`config.mk`:
```
export PLATFORM = sky130hd
export DESIGN_NAME = song_sequencer
export DESIGN_NICKNAME = d
export VERILOG_FILES = /design/src/rtl/song_sequencer.sv
export SDC_FILE = /design/constraint.sdc
export NUM_CORES = 1
export LEC_CHECK = 0
export ABC_AREA = 1
export BUFFER_PORTS_ARGS = -buffer_cell sky130_fd_sc_hd__buf_2
export CAP_MARGIN = 15
export CORE_MARGIN = 10
export CORE_UTILIZATION = 50
export DETAILED_ROUTE_END_ITERATION = 16
export PLACE_DENSITY_LB_ADDON = 0.12
export SLEW_MARGIN = 20
export SYNTH_ARGS = -nofsm -noshare
export SYNTH_HDL_FRONTEND = slang
export SYNTH_SLANG_ARGS = --single-unit
```
`constraint.sdc`:
```
create_clock -name iClk -period 1.9 [get_ports iClk]
set_input_delay 0.19 -clock iClk [delete_from_list [all_inputs] [get_ports iClk]]
set_output_delay 0.19 -clock iClk [all_outputs]
set_load 0.01 [all_outputs]
```
`src/rtl/song_sequencer.sv`:
```
// Built-in song player: walks a per-song note ROM and presents note codes to the
// Controler stage, holding each note for its tempo duration followed by a silent gap.
module song_sequencer #(
    parameter int TICK_DIV   = 12_500_000,
    parameter int GAP_CYCLES = 1_250_000,
    parameter int MAX_NOTES  = 64,
    parameter int LOOP       = 1
) (
    input  logic                         iClk,
    input  logic                         iReset,
    input  logic signed [4:0]            iSongs,
    output logic [7:0]                   oSong_Data,
    output logic                         oNoteStrobe,
    output logic                         oSongDone,
    output logic [$clog2(MAX_NOTES)-1:0] oNoteIndex
);
    localparam int IDX_W = $clog2(MAX_NOTES);
    localparam int TW    = (TICK_DIV > 1) ? $clog2(TICK_DIV) : 1;
    localparam int GW    = (GAP_CYCLES > 1) ? $clog2(GAP_CYCLES) : 1;
    localparam logic [TW-1:0]    TICK_LAST = TW'(TICK_DIV - 1);
    localparam logic [GW-1:0]    GAP_LAST  = GW'((GAP_CYCLES > 0) ? GAP_CYCLES - 1 : 0);
    localparam logic [IDX_W-1:0] MAX_IDX   = IDX_W'(MAX_NOTES - 1);
    localparam logic [7:0]       REST      = 8'd99;

    typedef enum logic [2:0] {IDLE, LOAD, PLAY, GAP, DONE} stateT;

    stateT            stateReg, stateNext;
    logic [1:0]       selQ, selPrev, selIn;
    logic [TW-1:0]    tickReg, tickNext;
    logic [3:0]       durReg, durNext;
    logic [GW-1:0]    gapReg, gapNext;
    logic             atEndReg, atEndNext;
    logic [IDX_W-1:0] indexNext;
    logic [7:0]       dataNext;
    logic             strobeNext, doneNext;
    logic [11:0]      romWord;
    logic             songChange, atLast;

    // Note table: {code, duration in ticks}; code 0 marks the end of a song.
    function automatic logic [11:0] romRead(input logic [1:0] sel, input logic [IDX_W-1:0] idx);
        logic [11:0] w;
        w = 12'h000;
        case (sel)
            2'd1: begin
                case (idx)
                    IDX_W'(0): w = {8'd11, 4'd2};
                    IDX_W'(1): w = {8'd12, 4'd1};
                    default:   w = 12'h000;
                endcase
            end
            2'd2: begin
                case (idx)
                    IDX_W'(0): w = {8'd21, 4'd4};
                    default:   w = 12'h000;
                endcase
            end
            default: w = 12'h000;
        endcase
        return w;
    endfunction

    always_comb begin
        selIn = 2'd0;
        if (iSongs == 5'sd1)
            selIn = 2'd1;
        else if (iSongs == 5'sd2)
            selIn = 2'd2;
    end

    assign romWord    = romRead(selQ, oNoteIndex);
    assign songChange = (selQ != selPrev) && (selQ != 2'd0) && (selPrev != 2'd0);
    assign atLast     = (oNoteIndex == MAX_IDX);

    always_comb begin
        stateNext  = stateReg;
        dataNext   = oSong_Data;
        strobeNext = 1'b0;
        doneNext   = 1'b0;
        indexNext  = oNoteIndex;
        atEndNext  = atEndReg;
        tickNext   = tickReg;
        durNext    = durReg;
        gapNext    = gapReg;

        if (selQ == 2'd0) begin
            stateNext = IDLE;
            dataNext  = 8'd0;
            indexNext = '0;
            atEndNext = 1'b0;
            tickNext  = '0;
            durNext   = '0;
            gapNext   = '0;
        end else if (songChange) begin
            // Abort whatever is playing and restart the new song from its first entry.
            stateNext = LOAD;
            indexNext = '0;
            atEndNext = 1'b0;
            tickNext  = '0;
            durNext   = '0;
            gapNext   = '0;
        end else begin
            case (stateReg)
                IDLE: begin
                    stateNext = LOAD;
                    indexNext = '0;
                    atEndNext = 1'b0;
                end
                LOAD: begin
                    tickNext = '0;
                    gapNext  = '0;
                    if (atEndReg || romWord[11:4] == 8'd0) begin
                        doneNext = 1'b1;
                        if (LOOP != 0) begin
                            stateNext = LOAD;
                            indexNext = '0;
                            atEndNext = 1'b0;
                        end else begin
                            stateNext = DONE;
                            dataNext  = REST;
                        end
                    end else begin
                        stateNext  = PLAY;
                        dataNext   = romWord[11:4];
                        strobeNext = 1'b1;
                        durNext    = (romWord[3:0] == 4'd0) ? 4'd1 : romWord[3:0];
                    end
                end
                PLAY: begin
                    if (tickReg == TICK_LAST) begin
                        tickNext = '0;
                        if (durReg <= 4'd1) begin
                            if (GAP_CYCLES == 0) begin
                                stateNext = LOAD;
                                if (atLast) atEndNext = 1'b1;
                                else        indexNext = oNoteIndex + IDX_W'(1);
                            end else begin
                                stateNext = GAP;
                                dataNext  = REST;
                                gapNext   = '0;
                            end
                        end else begin
                            durNext = durReg - 4'd1;
                        end
                    end else begin
                        tickNext = tickReg + TW'(1);
                    end
                end
                GAP: begin
                    if (gapReg == GAP_LAST) begin
                        stateNext = LOAD;
                        gapNext   = '0;
                        if (atLast) atEndNext = 1'b1;
                        else        indexNext = oNoteIndex + IDX_W'(1);
                    end else begin
                        gapNext = gapReg + GW'(1);
                    end
                end
                DONE: begin
                    dataNext = REST;
                end
                default: stateNext = IDLE;
            endcase
        end
    end

    always_ff @(posedge iClk or posedge iReset) begin
        if (iReset) begin
            stateReg    <= IDLE;
            selQ        <= 2'd0;
            selPrev     <= 2'd0;
            tickReg     <= '0;
            durReg      <= '0;
            gapReg      <= '0;
            atEndReg    <= 1'b0;
            oSong_Data  <= 8'd0;
            oNoteStrobe <= 1'b0;
            oSongDone   <= 1'b0;
            oNoteIndex  <= '0;
        end else begin
            stateReg    <= stateNext;
            selQ        <= selIn;
            selPrev     <= selQ;
            tickReg     <= tickNext;
            durReg      <= durNext;
            gapReg      <= gapNext;
            atEndReg    <= atEndNext;
            oSong_Data  <= dataNext;
            oNoteStrobe <= strobeNext;
            oSongDone   <= doneNext;
            oNoteIndex  <= indexNext;
        end
    end
endmodule

```
[Word-level counts from Yosys, hierarchy flattened]
Index checks and enable logic that the tools add are counted.
Widths: inputs -> output; s select.
Operators by class
  add/subtract/negate cells: 4
  multiply operators: 0
  divide/modulo/power cells: 0
  $lt $le $gt $ge: 1
  equal/unequal tests: 26
  shifts and indexed selects: 0
  muxes and demuxes: 55
  bitwise logic cells: 0
  reductions and logical operators: 20
Operator list (count)
  $mux 21: 5
  $mux 24: 3
  $pmux 21 s3: 1
  $pmux 24 s2: 1
  $mux 8: 5
  $ne 4x4->1 const B: 8
  $mux 6: 5
  $add 24x1->24 const B: 1
  $eq 24x24->1 const B: 1
  $mux 4: 6
  $pmux 12 s2: 1
  $pmux 8 s3: 1
  $add 21x1->21 const B: 1
  $eq 21x21->1 const B: 1
  $pmux 6 s3: 1
  $pmux 8 s2: 1
  $reduce_and 4->1: 4
  $mux 3: 5
  $pmux 3 s5: 1
  $mux 1: 13
  $ne 3x3->1 const B: 4
  $reduce_bool 5->1: 2
  $mux 9: 1
  $logic_not 8->1: 1
  other kinds (27): 33
Storage, ports and cells
  flip-flop bits (word level): 73
  bits in latches: 0
  memory bits (writable): 0
  bits in read-only memories: 0
  bits of input ports: 7
  word-level logic and storage cells: 117
  memories kept: 0

[Longest topological paths before layout]
Gate-level depths: netlist of run 1.
  depth in word-level cells: 9
  mapped depth: 12
  gate-level depth less buffers: 12

[Worst setup path after synthesis of run 1]
OpenSTA, ideal clock, no wires.
  path kind: flip-flop to flip-flop
  start: register selQ[0]
  end: register gapReg[16]
  arrival time: 1.725 ns
  slack: 0.057 ns
  cell stages (with the launch flop): 13
  path buffers: 2
  cells stage by stage: dfrtp_1 inv_1 ha_1 inv_2 buf_4 nand2_1 nor2_2 nand2_1 nand2_2 nand2_4 buf_6 nand3_1 nand2_1
Between the ends
  word-level cells in the longest chain between the ends: 5
Ends and longest elaborated chain
  start, declared: RTL line 28  | logic [1:0] selQ, selPrev, selIn;
  start signal, assigned: RTL line 181  | selQ <= selIn;
  $ne 2x2->1 or $reduce_bool 2->1 (tied branches): RTL line 71  | assign songChange = (selQ != selPrev) && (selQ != 2'd0) && (selPrev != 2'd0);
  $logic_and 1x1->1 (2 in a row): RTL line 71
  $ne 4x4->1 (no source line) (tied with other cells)
  $reduce_and 3->1 (no source line) or $mux 21 (tied branches)
  end signal, assigned: RTL line 185  | gapReg <= gapNext;
  end, declared: RTL line 31  | logic [GW-1:0] gapReg, gapNext;
Parallel ways exist; a longest one is shown, timed or not.
A chain may end at the register's enable or synchronous reset.

[Final worst setup path of run 1]
  start: register selQ[1]
  end: register oSong_Data[1]
Between the ends
  word-level cells in the longest chain between the ends: 6
Ends and longest elaborated chain
  $eq 2x2->1 or $eq 2x1->1 (tied branches): RTL line 43  | case (sel)
  $pmux 12 s2: RTL line 43
  $logic_not 8->1 or $mux 8 (tied branches): RTL line 111  | if (atEndReg || romWord[11:4] == 8'd0) begin
  $logic_or 1x1->1 or $pmux 8 s3 (tied branches): RTL line 111, 102
  $ne 3x3->1 (no source line) or $mux 8 (tied branches)
  $reduce_and 5->1 (no source line) or $mux 8 (tied branches)
  end signal, assigned: RTL line 187  | oSong_Data <= dataNext;
  end, declared: RTL line 12  | output logic [7:0] oSong_Data,
Parallel ways exist; a longest one is shown, timed or not. The select of a mux whose other input is x is not followed.

==> results.yml, run 1 <==
clock_network:
  cts_made_buffers: 9
  cts_tree: "built"
  clock_sinks: 70
  clockRootBuffer: "clkbuf_8"
  htreeDepth: 3
  cts_buffer_depth: 2
  clk_pin_slew_ns: 0.08
  insertion_delay_ns: 0.35
place:
  portBuffers: 21
  gp_congestion: 0.926
  place_area_um2: 5290
  dp_hpwl_mm: 9.46
power:
  leakagePower_nw: 2.72
  power_frac_clock: 0.482
  p_per_area_nw_per_um2: 545
  vdd_drop_max_uv: 338
  combPwrFrac: 0.046
  power.internal_mw: 2.45
  power_mw: 3.17
  swShare: 0.228
  power_frac_seq: 0.472
  p_sw_mw: 0.721
worst_setup_path:
  startpoint_type: "register"
  end_kind: "register"
  critPathMaxFanout: 5
  arrival_ns: 2.05
  critPathKind: "reg2reg"
  required_ns: 2.14
sta:
  setup_violations: 0
  drv_slew: 0
  rsz0062_at_grt: "true"
  tns_ns: 0
  finalClockSkew_ns: 0.0161
  hold_viol: 0
  fmax_mhz: 551
  fin_crit_sh: 0.955
  fin_crit_ns: 1.81
global_route:
  grt_pass1_vias: 4356
  antenna_found_initial: 0
  grt_start_max_net_pins: 54
  grt_usage: 0.179
  globalRouteOverflowTotal: 0
  grt_pass1_wl_mm: 21.0
cells_and_area:
  finalNetCount: 781
  final_cell_mix: "181 x nand2_1, 86 x nand3_1, 75 x nor2_1"
  fin_area_um2: 5820
  fill_cells: 818
  fin_util: 0.630
  drive_gt1_frac: 0.200
  mostFrequentLayoutCell: "nand2_1"
  area_growth_pct: 22.5
  n_antenna_cell: 0
drt:
  dr_wl_met2_mm: 6.15
  wl_met1_mm: 5.98
  wl_mm: 13.0
  top_layer: "met4"
  vias_per_cell: 5.41
  wl_met3_um: 742
  drt_first_pass_iters: 6
  via_count: 4839
  avgRoutedWirePerCell_um: 14.5
  ant_nets: 0
  post-route-drc-count: 0
  drtIter0Drc: 329
yosys:
  yosysTopAreaCell: "dfrtp_1"
  syn_area_um2: 4750
  synth.avg_cell_area_um2: 6.94
  synthesis.instances: 684
  yosysUniqueCellTypes: 39
  ys_warn_count: 0
  synth_ff_type: "dfrtp_1"
  synthArstFlopShare: 1.00
  ys_seq_area_frac: 0.369
  synth_area_leaders: "dfrtp_1 37%, nand2_1 15%, nand3_1 9.5%"
  synth_top_area_share: 0.369
  ys_seq_elements: 70
  syn_nets: 704
  synth-edff-count: 0
floorplan:
  initial_utilization: 0.514
  ios: 23
  dieArea_um2: 13800
  num_rows: 35
  design.core.area_um2: 9240
  die_w_um: 117
  die_h_um: 117
status:
  status: "complete, no violations"
run:
  timing.max_cap.violations: 0
hold_path:
  hold_path_class: "in2reg"
[metrics by stage]
stage	hold WS (ns)	instances	setup WS (ns)
floorplan	0.260	684	0.0566
CTS	0.000944	883	0.0131
global placement	0.225	865	-0.0348
finish	0.0189	895	0.0864
detailed placement	0.224	865	-0.0628
global route	0.0000733	895	-0.0441
[worst max-delay path, stage by stage, from the launching register on]
cell and delay [ns]:
dfrtp_1 0.36, inv_1 0.08, ha_4 0.27, nand2_1 0.06, nor2_2 0.15, nand2_2 0.11
nand3_4 0.13, nand2_4 0.07, a21oi_4 0.21, nand2_2 0.12, nand2_1 0.07, o21ai_0 0.07
[state kept, by name, summed over array words and instances, names as in the netlist]
name / cells
tickReg: 24
gapReg: 21
oNoteIndex: 6
oSong_Data: 6
durReg: 4
selPrev: 2
selQ: 2
stateReg: 2
atEndReg: 1
oNoteStrobe: 1
oSongDone: 1
[final cells by class]
type	instances	area (µm²)	share of cell area
inverters	70	267	0.0458
multi-input cells	530	2820	0.485
repair buffers	80	571	0.0981
well taps	129	161	0.0277
clock inverters	5	106	0.0183
clock buffers	11	141	0.0243
flip-flops and latches	70	1750	0.301
[power groups by stage]
stage          Sequential, mW  Clock (mW)  Combinational, mW
5_1_grt                  1.49        1.62              0.162
3_3_place_gp             1.52           0              0.128
3_5_place_dp             1.52           0              0.130
6_report                 1.49        1.53              0.146
4_1_cts                  1.49        1.54              0.132
2_1_floorplan            1.52           0             0.0841
[metal layers]
layer | vias up | global-route usage
met5 | - | 0
met4 | 0 | 0.0425
met3 | 12 | 0.0355
met2 | 159 | 0.283
met1 | 2272 | 0.244
li1 | 2396 | -
[Yosys cell counts (6+ instances only)]
master / count
nand4_1: 18
xor2_1: 16
xnor2_1: 6
dfrtp_1: 70
inv_1: 66
a21oi_1: 10
nor2_1: 81
ha_1: 13
nor3_1: 26
nor3b_1: 6
nand2_1: 189
nand3_1: 90
o21ai_0: 26
[worst paths after layout]
kind | slack [ns] | startpoint | depth (start not counted) | to
setup / recovery | 0.09 | selQ[1] | 11 | oSong_Data[1]
hold / removal | 0.02 | iSongs[4] | 2 | selQ[0]
setup reg to reg | 0.09 | selQ[1] | 11 | oSong_Data[1]
hold reg to reg | 0.40 | selQ[1] | 0 | selPrev[1]
max in group asynchronous | 0.88 | iReset | 4 | atEndReg
min in group asynchronous | 0.39 | iReset | 3 | gapReg[11]
[cells by family after synthesis]
kind of cell | count (synthesis) | share of synthesized area
simple gates | 439 | 0.417
flops | 70 | 0.369
other cells | 1 | 0.000790
buf+inv | 86 | 0.0751
fa+ha+maj | 13 | 0.0343
xor+xnor | 22 | 0.0406
compound gates | 53 | 0.0630
[what timing repair did]
item                       in CTS  in global routing
buffers inserted                1                 10
pin swaps                       0                 17
setup endpoints to repair       6                 54
hold endpoints to repair       17                  0
hold buffers                    1                  0
gates resized for setup         2                 42
cloned                          0                  2
Power figures use the tool's default switching activity.
==> run 2: changes to the inputs <==
CTS_BUF_LIST = sky130_fd_sc_hd__clkbuf_2 sky130_fd_sc_hd__clkbuf_4 sky130_fd_sc_hd__clkbuf_8   (was default)
==> run 2 against run 1 <==
Net effect:
- clock skew increased by 0.00091 ns
- sequential power about the same
- hold slack got worse by 0.0042 ns
- first-iteration DRC count increased by 14%
- maximum frequency increased by 0.12%
- setup slack improved by 0.0021 ns
- sequential share of layout area decreased by 0.19 points
- via count increased by 0.14%
- critical path type unchanged
==> results.yml, run 2 (same netlist as run 1, synthesis figures left out) <==
sta:
  rsz0062_at_grt: "true"
  fin_crit_ns: 1.81
  drv_slew: 0
  fin_crit_sh: 0.953
  finalClockSkew_ns: 0.0170
  tns_ns: 0
  timing.hold.ws_ns: 0.0147
  setup_violations: 0
  hold_viol: 0
  fmax_mhz: 552
drt:
  avgRoutedWirePerCell_um: 14.5
  drtIter0Drc: 374
  ant_nets: 0
  wl_mm: 13.0
  drt_first_pass_iters: 6
  post-route-drc-count: 0
  via_count: 4846
  vias_per_cell: 5.42
place:
  gp_congestion: 0.926
  portBuffers: 21
  dp_hpwl_mm: 9.46
run:
  timing.max_cap.violations: 0
cells_and_area:
  top_regs: "tickReg (24), gapReg (21)"
  area_growth_pct: 23.3
  ff_latch_area_um2: 1750
  finalNetCount: 780
  fill_cells: 826
  regMostFlops: "tickReg"
  multi_input_area_um2: 2860
  mostFrequentLayoutCell: "nand2_1"
  drive_gt1_frac: 0.210
  n_antenna_cell: 0
  largest_register_ffs: 24
  final_cell_mix: "177 x nand2_1, 83 x nand3_1, 75 x nor2_1"
global_route:
  grt_pass1_wl_mm: 21.1
  grt_pass1_vias: 4366
  grt_usage: 0.179
  antenna_found_initial: 0
  grt_start_max_net_pins: 54
  globalRouteOverflowTotal: 0
clock_network:
  htreeDepth: 3
  clk_pin_slew_ns: 0.08
  clock_sinks: 70
  cts_made_buffers: 9
  clockRootBuffer: "clkbuf_8"
  cts_buffer_depth: 2
  cts_tree: "built"
  insertion_delay_ns: 0.36
floorplan:
  ios: 23
  die_w_um: 117
  design.core.area_um2: 9240
  initial_utilization: 0.514
  num_rows: 35
  dieArea_um2: 13800
  die_h_um: 117
worst_setup_path:
  arrival_ns: 2.07
  startpoint_type: "register"
  critPathMaxFanout: 4
  end_kind: "register"
  required_ns: 2.15
  critPathKind: "reg2reg"
status:
  status: "complete, no violations"
power:
  power_mw: 3.18
  p_per_area_nw_per_um2: 543
  leakagePower_nw: 2.72
  vdd_drop_max_uv: 334
hold_path:
  hold_path_class: "in2reg"
## run 2: final cells by class
cell class | count | share of cell area
repair buffers | 79 | 0.0968
multi-input cells | 530 | 0.488
clock inverters | 5 | 0.0182
clock buffers | 11 | 0.0248
flip-flops and latches | 70 | 0.299
inverters | 70 | 0.0455
well taps | 129 | 0.0276
## run 2: path summary, 6_finish.rpt
check / start / cells past startpoint / slack, ns / endpoint
min in group asynchronous: iReset / 3 / 0.39 / gapReg[14]
setup / recovery: selQ[1] / 11 / 0.09 / oSong_Data[5]
hold / removal: iSongs[4] / 2 / 0.01 / selQ[0]
setup reg to reg: selQ[1] / 11 / 0.09 / oSong_Data[5]
hold reg to reg: selQ[1] / 0 / 0.40 / selPrev[1]
max in group asynchronous: iReset / 4 / 0.90 / atEndReg
## run 2: what timing repair did
action,in CTS,in global routing
endpoints found under the setup margin,6,54
endpoints found under the hold margin,17,0
resized for setup,2,54
buffers inserted,1,9
cloned,0,2
hold buffers,1,0
pin swaps,0,19
## run 2: critical path, cell delays in order (launching register included)
cell	delay, ns
dfrtp_1	0.36
inv_1	0.08
ha_4	0.27
nand2_1	0.06
nor2_2	0.15
nand2_2	0.11
nand3_4	0.14
nand2_4	0.07
a21oi_4	0.23
nand2_2	0.12
nand2_2	0.07
nand2_1	0.06
## run 2: stage by stage
step           cells  area [µm²]  worst slack, ns  utilization
3_5_place_dp     865        5290          -0.0628        0.573
5_1_grt          894        5850          -0.0485        0.634
4_1_cts          883        5570           0.0169        0.602
3_3_place_gp     865        5290          -0.0348        0.573
6_report         894        5850           0.0886        0.634
2_1_floorplan    684        4750           0.0566            -
## run 2: where the power goes
part           internal (mW)  leakage (nW)  total (mW)  switching, mW
registers               1.49         0.977        1.49        0.00291
clock network          0.926         0.123        1.54          0.615
logic                 0.0441          1.62       0.147          0.103
total                   2.46          2.72        3.18          0.720
## run 2: layer usage
layer  vias to the layer above  GRT usage  share of wire
li1                       2385          -              -
met1                      2293      0.244           0.45
met2                       157      0.282           0.48
met3                        11     0.0355          0.063
met4                         0     0.0448         0.0092
met5                         -          0              0
